### src/rtl/fifo_pack_pkg.sv
// Shared widths, pad value and state encoding for the FIFO byte packer.
// The state is simply {out_valid, lo_valid}; the enum gives those pairs readable names.
package fifo_pack_pkg;

  localparam int FIFO_WIDTH_DEF = 8;
  localparam int CNT_WIDTH_DEF  = 16;

  localparam logic [7:0] PAD_BYTE = 8'h00;

  typedef enum logic [1:0] {
    S_IDLE      = 2'b00,
    S_HALF      = 2'b01,
    S_WORD      = 2'b10,
    S_WORD_HALF = 2'b11
  } pack_state_e;

  // Bytes held or in flight: the low byte, a full word counted as two, and a pending read.
  function automatic logic [2:0] occupancy(input logic loValid, input logic outValid,
                                           input logic rdPend);
    return {2'b00, loValid} + {1'b0, outValid, 1'b0} + {2'b00, rdPend};
  endfunction

endpackage

### src/rtl/pack_out_reg.sv
// Output word register with valid/ready handshake; the word and pad flag hold while stalled.
module pack_out_reg #(
  parameter int DataWidth = 16
) (
  input  logic                 clk,
  input  logic                 rst_,
  input  logic                 load_i,
  input  logic [DataWidth-1:0] data_i,
  input  logic                 pad_i,
  input  logic                 ready_i,
  output logic                 valid_o,
  output logic [DataWidth-1:0] data_o,
  output logic                 pad_o,
  output logic                 xfer_o
);

  logic                 valid_q, valid_d;
  logic [DataWidth-1:0] data_q, data_d;
  logic                 pad_q, pad_d;

  assign xfer_o  = valid_q && ready_i;
  assign valid_o = valid_q;
  assign data_o  = data_q;
  assign pad_o   = pad_q;

  // A load wins over a drain so a new word can replace the one leaving on the same edge.
  always_comb begin
    valid_d = valid_q;
    data_d  = data_q;
    pad_d   = pad_q;
    if (load_i) begin
      valid_d = 1'b1;
      data_d  = data_i;
      pad_d   = pad_i;
    end else if (xfer_o) begin
      valid_d = 1'b0;
    end
  end

  always_ff @(posedge clk or negedge rst_) begin
    if (!rst_) begin
      valid_q <= 1'b0;
      data_q  <= '0;
      pad_q   <= 1'b0;
    end else begin
      valid_q <= valid_d;
      data_q  <= data_d;
      pad_q   <= pad_d;
    end
  end

endmodule

### src/rtl/fifo_byte_packer.sv
// Pops bytes from an upstream FIFO and packs pairs into 2-byte words with valid/ready output,
// padding a lone byte on flush and counting accepted words.
module fifo_byte_packer
  import fifo_pack_pkg::*;
#(
  parameter int fifo_width = FIFO_WIDTH_DEF,
  parameter int cnt_width  = CNT_WIDTH_DEF
) (
  input  logic                    clk,
  input  logic                    rst_,
  input  logic                    fifo_empty,
  input  logic [fifo_width-1:0]   fifo_data_out,
  output logic                    fifo_read,
  input  logic                    flush,
  output logic                    out_valid,
  input  logic                    out_ready,
  output logic [2*fifo_width-1:0] out_data,
  output logic                    out_pad,
  output logic [cnt_width-1:0]    words_sent
);

  logic                    rdPend_q;
  logic                    loValid_q, loValid_d;
  logic [fifo_width-1:0]   loByte_q, loByte_d;
  logic [cnt_width-1:0]    wordsSent_q, wordsSent_d;

  logic                    wordLoad;
  logic [2*fifo_width-1:0] wordData;
  logic                    wordPad;
  logic                    xfer;
  logic                    outFree;
  logic [2:0]              occ;
  pack_state_e             packState;

  assign packState = pack_state_e'({out_valid, loValid_q});
  assign occ       = occupancy(loValid_q, out_valid, rdPend_q);
  assign outFree   = !out_valid || out_ready;

  // At most three bytes may be held or in flight; a fourth is allowed only while a word drains.
  assign fifo_read = rst_ && !fifo_empty && !flush &&
                     ((occ <= 3'd2) || ((occ == 3'd3) && xfer));

  always_comb begin
    loValid_d = loValid_q;
    loByte_d  = loByte_q;
    wordLoad  = 1'b0;
    wordData  = '0;
    wordPad   = 1'b0;
    case (packState)
      S_IDLE, S_WORD: begin
        if (rdPend_q) begin
          loByte_d  = fifo_data_out;
          loValid_d = 1'b1;
        end
      end
      S_HALF, S_WORD_HALF: begin
        if (rdPend_q) begin
          wordLoad  = 1'b1;
          wordData  = {fifo_data_out, loByte_q};
          loValid_d = 1'b0;
        end else if (flush && outFree) begin
          wordLoad  = 1'b1;
          wordData  = {fifo_width'(PAD_BYTE), loByte_q};
          wordPad   = 1'b1;
          loValid_d = 1'b0;
        end
      end
      default: begin
        loValid_d = loValid_q;
      end
    endcase
  end

  always_comb begin
    wordsSent_d = wordsSent_q;
    if (xfer && !(&wordsSent_q)) begin
      wordsSent_d = wordsSent_q + 1'b1;
    end
  end

  always_ff @(posedge clk or negedge rst_) begin
    if (!rst_) begin
      rdPend_q    <= 1'b0;
      loValid_q   <= 1'b0;
      loByte_q    <= '0;
      wordsSent_q <= '0;
    end else begin
      rdPend_q    <= fifo_read;
      loValid_q   <= loValid_d;
      loByte_q    <= loByte_d;
      wordsSent_q <= wordsSent_d;
    end
  end

  assign words_sent = wordsSent_q;

  pack_out_reg #(
    .DataWidth(2*fifo_width)
  ) u_out_reg (
    .clk    (clk),
    .rst_   (rst_),
    .load_i (wordLoad),
    .data_i (wordData),
    .pad_i  (wordPad),
    .ready_i(out_ready),
    .valid_o(out_valid),
    .data_o (out_data),
    .pad_o  (out_pad),
    .xfer_o (xfer)
  );

endmodule

### config.mk
export PLATFORM = sky130hd
export DESIGN_NAME = fifo_byte_packer
export DESIGN_NICKNAME = d
export VERILOG_FILES = /design/src/rtl/fifo_pack_pkg.sv /design/src/rtl/pack_out_reg.sv /design/src/rtl/fifo_byte_packer.sv
export SDC_FILE = /design/constraint.sdc
export NUM_CORES = 1
export LEC_CHECK = 0
export BUFFER_PORTS_ARGS = -buffer_cell sky130_fd_sc_hd__buf_2
export CAP_MARGIN = 10
export CORE_MARGIN = 4
export CORE_UTILIZATION = 55
export CTS_CLUSTER_SIZE = 20
export DETAILED_ROUTE_END_ITERATION = 6
export GPL_TIMING_DRIVEN = 0
export HOLD_SLACK_MARGIN = 0.12
export PLACE_DENSITY = 0.86
export SKIP_LAST_GASP = 1
export SYNTH_ARGS = -nofsm -noshare
export SYNTH_HDL_FRONTEND = slang
export SYNTH_HIERARCHICAL = 1
export SYNTH_SLANG_ARGS = --single-unit
### constraint.sdc
create_clock -name clk -period 2.96 [get_ports clk]
set_input_delay 0.296 -clock clk [delete_from_list [all_inputs] [get_ports clk]]
set_output_delay 0.296 -clock clk [all_outputs]
set_load 0.05 [all_outputs]
# [Word level (Yosys, flattened, before mapping)]
# Cells that the tools add are included.
[totals] ff_bits=44 input_bits=13 out_inout_bits=35 elab_cells=51
[classes] add_sub_neg=3 order_cmp=1 n_eq_ne=6 n_mux=14 n_reduce_logical=20
[ops] op="16-bit two-way mux" count=2
[ops] op="16-bit by 1-bit adder with 16-bit output, second input constant" count=1
[ops] op="16-bit AND reduction" count=1
[ops] op="1-bit two-way mux" count=10
[ops] op="8-bit two-way mux" count=1
[ops] op="1-bit logical AND" count=7
[ops] op="2-bit == test, second input constant" count=2
[ops] op="1-bit zero test" count=4
[ops] op="2-bit AND reduction" count=2
[ops] op="2-bit OR reduction" count=2
[ops] op="1-bit by 2-bit adder with 3-bit output" count=1
[ops] op="3-bit by 1-bit adder with 3-bit output" count=1
[ops] op="3-bit by 2-bit == test with 1-bit output, second input constant" count=1
[ops] op="3-bit by 2-bit <= comparator with 1-bit output, second input constant" count=1
[ops] op="3-bit inequality test, second input constant" count=1
[ops] op="2-bit by 1-bit == test with 1-bit output, second input constant" count=1
[ops] op="2-bit zero test" count=1
[ops] op="1-bit logical OR" count=2
[ops] op="2-bit inequality test, second input constant" count=1
[ops] op="1-bit one-hot mux with 2 select lines" count=1
[ops] op="2-bit nonzero test" count=1

# [Logic depth before layout (Yosys ltp)]
[logic_depth] word_depth=7 depth_mapped=6 mapped_depth_nobuf=5

# [Hierarchy]
# Netlist, hierarchy kept.
[by_module_without_submodules] module="fifo_byte_packer" instances=1 cells_per_inst=122 area_per_inst_um2=1346.3 seq_area_each_um2=650.6
[by_module_without_submodules] module="pack_out_reg" instances=1 cells_per_inst=40 area_per_inst_um2=725.7 seq_area_each_um2=450.4

# [Least setup slack after synthesis]
# No wires, ideal clock.
[synth_path] path_kind="flip-flop to flip-flop" start="register u_out_reg.valid_q (netlist: u_out_reg/valid_o)" end="register rdPend_q" setup_time_ns=0.298 arrival_time_ns=2.858 t_required_ns=2.662 path_slack_ns=-0.196 path_stages_with_launch=5 n_path_buf=0 period_less_slack_ns=3.156 cell_sequence="dfrtp_1 > and2_1 > nand2b_1 > a31oi_1 > nor4b_1"
[synth_between] word_cells_on_any_way=8 classes_between="add/sub (2); order compare (1); eq/ne (1); reduce/logical (4)"
[synth_lines] item="from (decl)" line="pack_out_reg.sv:17" text="logic valid_q, valid_d;"
[synth_lines] item="from (signal assigned)" line="pack_out_reg.sv:46" text="valid_q <= valid_d;"
[synth_lines] item="1-bit logical AND" line="pack_out_reg.sv:21" text="assign xfer_o = valid_q && ready_i;"
[synth_lines] item="named net xfer" line="fifo_byte_packer.sv:30" text="logic xfer;"
[synth_lines] item="1-bit logical AND" line="fifo_byte_packer.sv:41" text="((occ <= 3'd2) || ((occ == 3'd3) && xfer));"
[synth_lines] item="1-bit logical OR" line="fifo_byte_packer.sv:41"
[synth_lines] item="1-bit logical AND" line="fifo_byte_packer.sv:40" text="assign fifo_read = rst_ && !fifo_empty && !flush &&"
[synth_lines] item="named net fifo_read" line="fifo_byte_packer.sv:13" text="output logic fifo_read,"
[synth_lines] item="to (signal assigned)" line="fifo_byte_packer.sv:88" text="rdPend_q <= fifo_read;"
[synth_lines] item="to (decl)" line="fifo_byte_packer.sv:22" text="logic rdPend_q;"
# The timed path passes the listed nets, and every way through them passes these cells.
# A chain may end at the register's enable or synchronous reset.

# [Worst setup path in the final report]
[layout_path] start="register u_out_reg.valid_q (netlist: u_out_reg/valid_o)" end="output fifo_read"
[layout_between] word_cells_on_any_way=8 classes_between="add/sub (2); order compare (1); eq/ne (1); reduce/logical (4)"
[layout_lines] item="1-bit logical AND" line="pack_out_reg.sv:21"
[layout_lines] item="named net xfer" line="fifo_byte_packer.sv:30"
[layout_lines] item="1-bit logical AND" line="fifo_byte_packer.sv:41"
[layout_lines] item="1-bit logical OR" line="fifo_byte_packer.sv:41"
[layout_lines] item="1-bit logical AND" line="fifo_byte_packer.sv:40"
[layout_lines] item="to (decl)" line="fifo_byte_packer.sv:13"
# The timed path passes the listed nets, and every way through them passes these cells.

==> results.ini <==
[run_status]
status = complete, no violations

[cells_and_area]
layout_commonest_cell = buf_2
syn_to_final_growth_pct = 19.20
final_layout_size_suffix_gt1_share_pct = 41.20
fill_cells = 275
multi_input_comb_area_um2 = 919.6
final_cell_mix = 47 x buf_2, 44 x dfrtp_1, 17 x mux2_2, 10 x and3_1, 10 x mux2_4
antennaDiodeCount = 0
fin_area_um2 = 2470
fin_cells = 264
final-seq-area_um2 = 1101
nNetsFinal = 233

[routing]
wl_per_cell_um = 14.86
ant_nets = 0
first_pass_iters = 4
num_vias = 1428
drc = 0
drt_iter0_drc = 65
avgViaCountPerCell = 5.409
drt_wl_total_mm = 3.922

[global_route]
met3_usage_pct = 4.783
grt_busiest_layer = met2
grt_max_degree = 46
use_met1_pct = 23.89
grt_pass1_wl_mm = 6.796
first_global_vias = 1411
track_usage_pct = 17.93
antenna_found_initial = 0
gr-total-overflow = 0
met2_usage_pct = 27.54

[power_and_ir_drop]
powerDensity_nw_per_um2 = 641.4
p_leak_uw = 0.001292
p_total_uw = 1584
peakVddDrop_uv = 429.7

[clock_network]
postCtsSetupBuffers = 0
clkLatencyLatePin_ps = 290
cts_tree = done
hold_buffers = 0
clockBufferDepth = 2
htreeDepth = 2
clk_pin_slew_ps = 70
clock_sink_count = 44
cts_resized = 0
cts-buffers-inserted = 5
ctsRootBufferMaster = clkbuf_8

[die]
core_area_um2 = 3661
die-area_um2 = 4813
io_pins = 48
fp.dieH_um = 69.38
num_rows = 22
start_util_pct = 56.60
dieWidth_um = 69.38

[synthesis]
synth_area_um2 = 2072
syn_avg_cell_area_um2 = 12.79
synth_cell_types = 32
synth-compound-area-share_pct = 4.469
synth-edff-count = 0
ys_async_sr_fraction_pct = 100.0
synth.yosys.seq_area_share_pct = 53.14
ys.flop_type = dfrtp_1
yosys.area_share.simple_pct = 15.64
muxShareOfSynthArea_pct = 16.49
ys_ff_latch = 44
synthCells = 162
ys_warn_count = 6
synth_top_family_by_area = multiplexers
synth_xor_area_share_pct = 5.072
synthAdderAreaFrac_pct = 2.415
syn_nets = 179

[sta]
worst_slew_pin_slew_ps = 932.4
timing.fmax_mhz = 469.1
finClkSkew_ps = 3.187
slew_headroom_pct = 37.84
whs_ps = 139.8
timing.setup.tns_ps = 0
hold_viol = 0
fin_crit_sh_pct = 72.03
final_max_slew_viol_count = 0
fin_crit_ps = 2132
rsz0062_at_grt = no
setup_viol_count_final = 0

[worst_setup_path]
arrival_ps = 1840
critPathRequiredTime_ps = 2660
cp-end-kind = output port
startpoint_type = register
worstSetupPathType = register to output port
crit_fanout = 7

[placed_design]
io_buffer_count = 47
place_congestion = 0.8214
place_area_um2 = 2374
dpl.hpwl_mm = 2.889
dp_cells = 257

[flow_run]
max_cap_viol_count = 0

[min_path]
min_path_type = input pin to asynchronous set/reset pin

## metal layers
layer / up-vias / share of wire, %
met5: - / 0
li1: 682 / -
met3: 7 / 5.3
met4: 0 / 1.8
met2: 38 / 47
met1: 701 / 46
## worst max-delay path: stages, from the launching register on
cell      delay (ps)
dfrtp_1          410
and2_1           320
nand2b_1         150
a31oi_1           90
nor4b_2          260
buf_2            310
## sequential cells by signal, summed over array words and instances (netlist names)
signal and flops:
loValid_q 1, u_out_reg/data_o 16, u_out_reg/pad_o 1, loByte_q 8, words_sent 16, rdPend_q 1, u_out_reg/valid_o 1
## report_power, final
group | switching [uW] | internal [uW] | leakage (uW) | total (uW)
registers | 71.5 | 688 | 0.000586 | 760
logic | 286 | 146 | 0.000655 | 432
clock network | 184 | 208 | 0.0000503 | 392
## cell type report
cell class / count / share of cell area, %
sequential: 44 / 44.58
multi-input combinational: 109 / 37.23
timing repair buffer: 47 / 9.524
clock buffer: 7 / 3.901
tap: 48 / 2.432
buffer: 5 / 1.722
inverter: 4 / 0.6079
## worst paths after layout
kind                                    from                   to  slack [ps]  cells after the start
max in group asynchronous               rst_          loByte_q[4]        2240                      1
min reg2reg                      loByte_q[1]          loByte_q[1]         500                      1
max                        u_out_reg/valid_o            fifo_read         830                      5
min                                     rst_  u_out_reg/data_o[8]         140                      1
min in group clk                  fifo_empty             rdPend_q         180                      2
max reg2reg                         rdPend_q  u_out_reg/data_o[8]        1090                      5
## cell families (layout without fill, tap and decap cells)
kind of cell    count (synthesis)  in the layout
fa+ha+maj                       4              4
mux                            27             27
flops                          44             44
compound gates                 14             14
simple gates                   52             52
buf+inv                         9             63
xor+xnor                       12             12
## synth_stat cells (2+ instances only)
library cell,n,area [um2]
a21oi_1,3,15.01
mux2_4,10,150.1
ha_1,4,50.05
xor2_1,3,26.28
mux2_2,17,191.4
nand3_1,4,20.02
nor3_1,3,15.01
o21a_1,2,15.01
nand4_1,4,25.02
and2_1,9,56.30
inv_1,4,15.01
o211ai_1,2,15.01
and3_1,10,62.56
nor2_1,4,15.01
o21ai_0,3,15.01
nand4_2,2,25.02
nand2b_1,3,18.77
and4_1,3,26.28
dfrtp_1,44,1101
nand2_1,6,22.52
clkbuf_1,3,11.26
xnor2_1,9,78.83
## stage by stage
stage | util, % | setup slack, ps
finish | 67.46 | 828.1
global placement | 64.83 | 892.9
detailed placement | 64.83 | 889.0
CTS | 67.46 | 816.6
global route | 67.46 | 670.1
floorplan | - | 512.9
No activity file was read; power rests on OpenSTA's default activity.
